File: config.mk
export PLATFORM = sky130hd
export DESIGN_NAME = serial_addsub
export DESIGN_NICKNAME = d
export VERILOG_FILES = /design/src/rtl/addsub_pkg.sv /design/src/rtl/addsub_bit_cell.sv /design/src/rtl/serial_addsub.sv
export SDC_FILE = /design/constraint.sdc
export NUM_CORES = 1
export LEC_CHECK = 0
export BUFFER_PORTS_ARGS = -buffer_cell sky130_fd_sc_hd__clkbuf_2
export CAP_MARGIN = 20
export CORE_MARGIN = 3
export CORE_UTILIZATION = 38
export DETAILED_ROUTE_END_ITERATION = 10
export GPL_TIMING_DRIVEN = 0
export HOLD_SLACK_MARGIN = 0.12
export REMOVE_ABC_BUFFERS = 1
export SYNTH_ARGS = -nofsm -noshare
export SYNTH_HDL_FRONTEND = slang
export SYNTH_SLANG_ARGS = --single-unit
File: constraint.sdc
create_clock -name clk -period 2 [get_ports clk]
set_input_delay 0.4 -clock clk [delete_from_list [all_inputs] [get_ports clk]]
set_output_delay 0.4 -clock clk [all_outputs]
set_load 0.01 [all_outputs]
File: src/rtl/addsub_pkg.sv
// Shared types and constants for the bit-serial adder/subtractor.
package addsub_pkg;

  typedef enum logic [1:0] {
    IDLE  = 2'd0,
    SHIFT = 2'd1,
    DONE  = 2'd2
  } state_e;

  localparam logic SEL_ADD = 1'b0;
  localparam logic SEL_SUB = 1'b1;

endpackage

File: src/rtl/addsub_bit_cell.sv
// Combinational 1-bit full add/sub cell; b is inverted internally when subtracting.
module addsub_bit_cell
  import addsub_pkg::*;
(
  input  logic a,
  input  logic b,
  input  logic cin,
  input  logic sel,
  output logic sum,
  output logic cout
);

  logic b_eff;

  assign b_eff = (sel == SEL_ADD) ? b : ~b;
  assign sum   = a ^ b_eff ^ cin;
  assign cout  = (a & b_eff) | (cin & (a ^ b_eff));

endmodule

File: src/rtl/serial_addsub.sv
// Bit-serial WIDTH-bit adder/subtractor, LSB first, one bit per clock.
// Optional signed-overflow output enabled by defining SERIAL_ADDSUB_OVF_EN.
module serial_addsub
  import addsub_pkg::*;
#(
  parameter int unsigned WIDTH = 8
) (
  input  logic             clk,
  input  logic             rst,
  input  logic             start,
  input  logic             sel,
  input  logic [WIDTH-1:0] a,
  input  logic [WIDTH-1:0] b,
  output logic             busy,
  output logic             done,
  output logic [WIDTH-1:0] result,
  output logic             cout
`ifdef SERIAL_ADDSUB_OVF_EN
  ,
  output logic             ovf
`endif
);

  localparam int unsigned CNT_W = $clog2(WIDTH);
  localparam logic [CNT_W-1:0] CNT_LAST = CNT_W'(WIDTH - 1);

  state_e           state_q, state_d;
  logic [WIDTH-1:0] a_sh_q, a_sh_d;
  logic [WIDTH-1:0] b_sh_q, b_sh_d;
  logic [WIDTH-1:0] result_q, result_d;
  logic [CNT_W-1:0] cnt_q, cnt_d;
  logic             sel_q, sel_d;
  logic             carry_q, carry_d;
  logic             cout_q, cout_d;
  logic             busy_q, busy_d;
  logic             done_q, done_d;
  logic             cell_sum, cell_cout;
`ifdef SERIAL_ADDSUB_OVF_EN
  logic             ovf_q, ovf_d;
`endif

  addsub_bit_cell u_cell (
    .a    (a_sh_q[0]),
    .b    (b_sh_q[0]),
    .cin  (carry_q),
    .sel  (sel_q),
    .sum  (cell_sum),
    .cout (cell_cout)
  );

  // Next-state and datapath update
  always_comb begin
    state_d  = state_q;
    a_sh_d   = a_sh_q;
    b_sh_d   = b_sh_q;
    result_d = result_q;
    cnt_d    = cnt_q;
    sel_d    = sel_q;
    carry_d  = carry_q;
    cout_d   = cout_q;
    busy_d   = 1'b0;
    done_d   = 1'b0;
`ifdef SERIAL_ADDSUB_OVF_EN
    ovf_d    = ovf_q;
`endif
    case (state_q)
      IDLE: begin
        if (start) begin
          a_sh_d  = a;
          b_sh_d  = b;
          sel_d   = sel;
          // Subtract is a + ~b + 1: the +1 enters through the carry preset.
          carry_d = (sel == SEL_SUB);
          cnt_d   = '0;
          state_d = SHIFT;
          busy_d  = 1'b1;
        end
      end
      SHIFT: begin
        result_d = {cell_sum, result_q[WIDTH-1:1]};
        carry_d  = cell_cout;
        a_sh_d   = a_sh_q >> 1;
        b_sh_d   = b_sh_q >> 1;
        cnt_d    = cnt_q + CNT_W'(1);
        if (cnt_q == CNT_LAST) begin
          state_d = DONE;
          done_d  = 1'b1;
          cout_d  = cell_cout;
`ifdef SERIAL_ADDSUB_OVF_EN
          // carry_q here is the carry into the MSB position.
          ovf_d   = carry_q ^ cell_cout;
`endif
        end else begin
          busy_d = 1'b1;
        end
      end
      DONE: begin
        state_d = IDLE;
      end
      default: begin
        state_d = IDLE;
      end
    endcase
  end

  // State register with synchronous reset
  always_ff @(posedge clk) begin
    if (rst) begin
      state_q  <= IDLE;
      a_sh_q   <= '0;
      b_sh_q   <= '0;
      result_q <= '0;
      cnt_q    <= '0;
      sel_q    <= 1'b0;
      carry_q  <= 1'b0;
      cout_q   <= 1'b0;
      busy_q   <= 1'b0;
      done_q   <= 1'b0;
`ifdef SERIAL_ADDSUB_OVF_EN
      ovf_q    <= 1'b0;
`endif
    end else begin
      state_q  <= state_d;
      a_sh_q   <= a_sh_d;
      b_sh_q   <= b_sh_d;
      result_q <= result_d;
      cnt_q    <= cnt_d;
      sel_q    <= sel_d;
      carry_q  <= carry_d;
      cout_q   <= cout_d;
      busy_q   <= busy_d;
      done_q   <= done_d;
`ifdef SERIAL_ADDSUB_OVF_EN
      ovf_q    <= ovf_d;
`endif
    end
  end

  assign busy   = busy_q;
  assign done   = done_q;
  assign result = result_q;
  assign cout   = cout_q;
`ifdef SERIAL_ADDSUB_OVF_EN
  assign ovf    = ovf_q;
`endif

endmodule

==> metrics.md <==
| Metric | Value |
|---|---|
| Clock sink total | 34 |
| YS warnings | 0 |
| Reg2reg end | a_sh_q[6] |
| Reg2reg setup slack | 0.27 ns |
| Ys async rst share | 0 |
| Tot GR Track Use | 0.1395 |
| PnR Total Power | 1.239 mW |
| DRC violations left | 0 |
| Ratio of cells with drive above 1 in the final layout | 0.2209 |
| Starting Density | 0.4066 |
| Endpoints failing setup | 0 |
| Pin count of the biggest net entering global routing | 35 |
| R2R cell count | 4 |
| Post-synthesis sequential area ratio | 0.4901 |
| Status | finished clean |
| Clk_lat worst skew | 0.34 ns |
| CP Launch Point | state_q[1] |
| Final worst setup slack | 0.2724 ns |
| CP cell instances | nand2b_1, buf_8, nor2_1, a211oi_1 |
| First-pass GRT wire length | 4616 µm |
| Hold Buf Count CTS | 0 |
| Slew @ Worst Pin | 0.8401 ns |
| CP Buf/Inv Count | 1 |
| Area contributors post-synth | dfxtp_1 (49%), mux2i_1 (12%), a211oi_1 (8.1%), nor2_1 (5.4%), nand2_1 (4.1%) |
| Pwr Density | 779.2 nW/µm² |
| Grt total ovfl | 0 |
| Required time worst endpoint | 2.24 ns |
| Dpl ws | 0.1702 ns |
| Worst setup EP type | register |
| Antenna viol nets, final | 0 |
| FF+latch count, synth | 34 |
| Vias per cell | 5.023 |
| Crit share post-route | 0.8638 |
| Cell Rows | 21 |
| Worst EP arrival | 1.97 ns |
| End of the critical path | a_sh_q[6] |
| Antenna diodes | 0 |
| Type of the worst setup path | reg2reg |
| Post-CTS Setup Inserts | 0 |
| Chip height | 66.46 µm |
| Crit path max-delay family | simple AND/OR/NAND/NOR gates |
| Max Freq | 578.8 MHz |
| EDFF count, synth | 0 |
| Inserted Clock Buffers | 5 |
| GP Congestion | 0.6824 |
| Worst min path class | in2reg |
| Mapped cell area | 1389 µm² |
| Worst-path clk slew | 0.10 ns |
| Crit path max fanout | 21 |
| H-tree Lvls | 2 |
| Fin area | 1590 µm² |
| Post-synthesis cell count | 145 |
| Crit-path max cell delay | 0.69 ns |
| DRT iter0 DRCs | 32 |
| Final clock skew | 0.009879 ns |
| Die area | 4416 µm² |
| I/O Buffers | 30 |
| Maximum vdd drop | 0.3286 mV |
| CTS tree | built |
| DR pass1 iterations | 4 |
| PostCTS Resize Cnt | 0 |
| Vias | 1095 |
| Drt wl/cell | 12.48 µm |
| Final slew viol count | 0 |
| Initial antenna violation count | 0 |
| Top-area cell type share of the netlist area | 0.4901 |
| Top post-synthesis cells by count | dfxtp_1 (34), nor2_1 (20), mux2i_1 (17), a211oi_1 (15), nand2_1 (15) |
| Static Leak | 0.6863 nW |
| Post-detail-place hpwl | 1845 µm |
| Clk buf depth | 2 |
| Synthesized area per cell | 9.578 µm² |
| I/O pin cnt | 31 |
| Root Buffer | clkbuf_4 |
| Fillers | 356 |
| CP Launch Type | register |
| Synth area leader | dfxtp_1 |
| Setup TNS Final | 0 ns |
| Slowest-stage cell, CP | nand2b_1 |
| Worst R2R Start | state_q[1] |
| Total core area | 3416 µm² |
| Most common cell in the netlist | dfxtp_1 |
| Final hold viol count | 0 |
| Placed instance area | 1543 µm² |
| Unique masters post-synth | 23 |
| Max-capacitance violation count | 0 |
| Vias in the first global route | 1043 |
| Relative slew slack | 0.4399 |
| Die X | 66.46 µm |
| RSZ-0062 raised after global routing | false |
| Critical Path Stages | 4 |
| Util after Layout | 0.4656 |
| Nets | 195 |
| Area Overhead vs Synth | 14.50% |
| Synth Flop Type | dfxtp_1 |
| Post-route minimum period | 1.728 ns |
| WL final | 2720 µm |
worst min path at each step:
stage              start  slack [ns]   endpoint  depth (start not counted)
3_3_place_gp   result[0]        0.44  result[0]                          2
3_5_place_dp   result[0]        0.46  result[0]                          2
5_1_grt              sel        0.29      sel_q                          3
4_1_cts              sel        0.28      sel_q                          3
6_report             sel        0.29      sel_q                          3
2_1_floorplan      sel_q        0.46      sel_q                          2
worst min-delay path: stages:
cell,delay (ns)
clkbuf_2,0.09
nand2_1,0.05
a21oi_1,0.05
through the flow:
| step | hold slack [ns] | cells |
|---|---|---|
| after detailed placement | 0.4580 | 211 |
| after global routing | 0.2875 | 218 |
| final | 0.2937 | 218 |
| after floorplan | 0.4648 | 134 |
| after global placement | 0.4435 | 210 |
| after CTS | 0.2832 | 218 |
state kept, by name (all words and copies together) (netlist names):
signal,flops
cout,1
a_sh_q,8
carry_q,1
done,1
state_q,2
cnt_q,3
b_sh_q,8
result,8
sel_q,1
busy,1
cell usage in the layout, fill, tap and decap left out:
master    synthesis  final
clkbuf_4          0      5
clkbuf_2          0     30
o21bai_2          1      1
o21ai_1           1      1
a211oi_1         15     15
nor2_1           20     20
nor3b_1           1      1
and2b_1           1      1
buf_8             0      1
a21oi_1          10     10
a311oi_1          1      1
dfxtp_1          34     34
a22oi_1           4      4
fa_1              1      1
ha_1              2      2
nand2b_1          2      1
clkbuf_1          6      2
nor3_1            4      4
a21o_1            1      1
nand2b_2          0      1
inv_1             3      3
xnor2_1           1      1
mux2i_1          17     17
nand2_1          15     15
logic make-up after synthesis:
| logic type | Yosys count | synth area share |
|---|---|---|
| muxes | 17 | 0.1225 |
| xor gates and xnor gates | 1 | 0.006307 |
| adders and majority gates | 3 | 0.03243 |
| and+or+nand+nor | 43 | 0.1288 |
| DFF | 34 | 0.4901 |
| buffers and inverters | 14 | 0.05765 |
| AOI/OAI and AO/OA | 33 | 0.1622 |
layer usage:
metal	vias to the layer above	part of all wire	track usage
met5	-	0	0
met4	0	0.017	0.05330
met3	6	0.059	0.06239
met2	23	0.47	0.2193
met1	507	0.46	0.1658
li1	559	-	-
power by group:
part / switching, mW / internal (mW)
Sequential: 0.0214 / 0.714
Combinational: 0.0854 / 0.0697
Clock: 0.216 / 0.132
Total: 0.323 / 0.917
cell type report:
class | count | area (µm²) | area share
clock buffers | 7 | 45.04 | 0.02832
repair buffers | 31 | 165.2 | 0.1039
multi-input cells | 97 | 630.6 | 0.3965
flip-flops and latches | 34 | 680.7 | 0.4280
well taps | 46 | 57.56 | 0.03619
inverters | 3 | 11.26 | 0.007081
(Power assumes the default switching activity.)
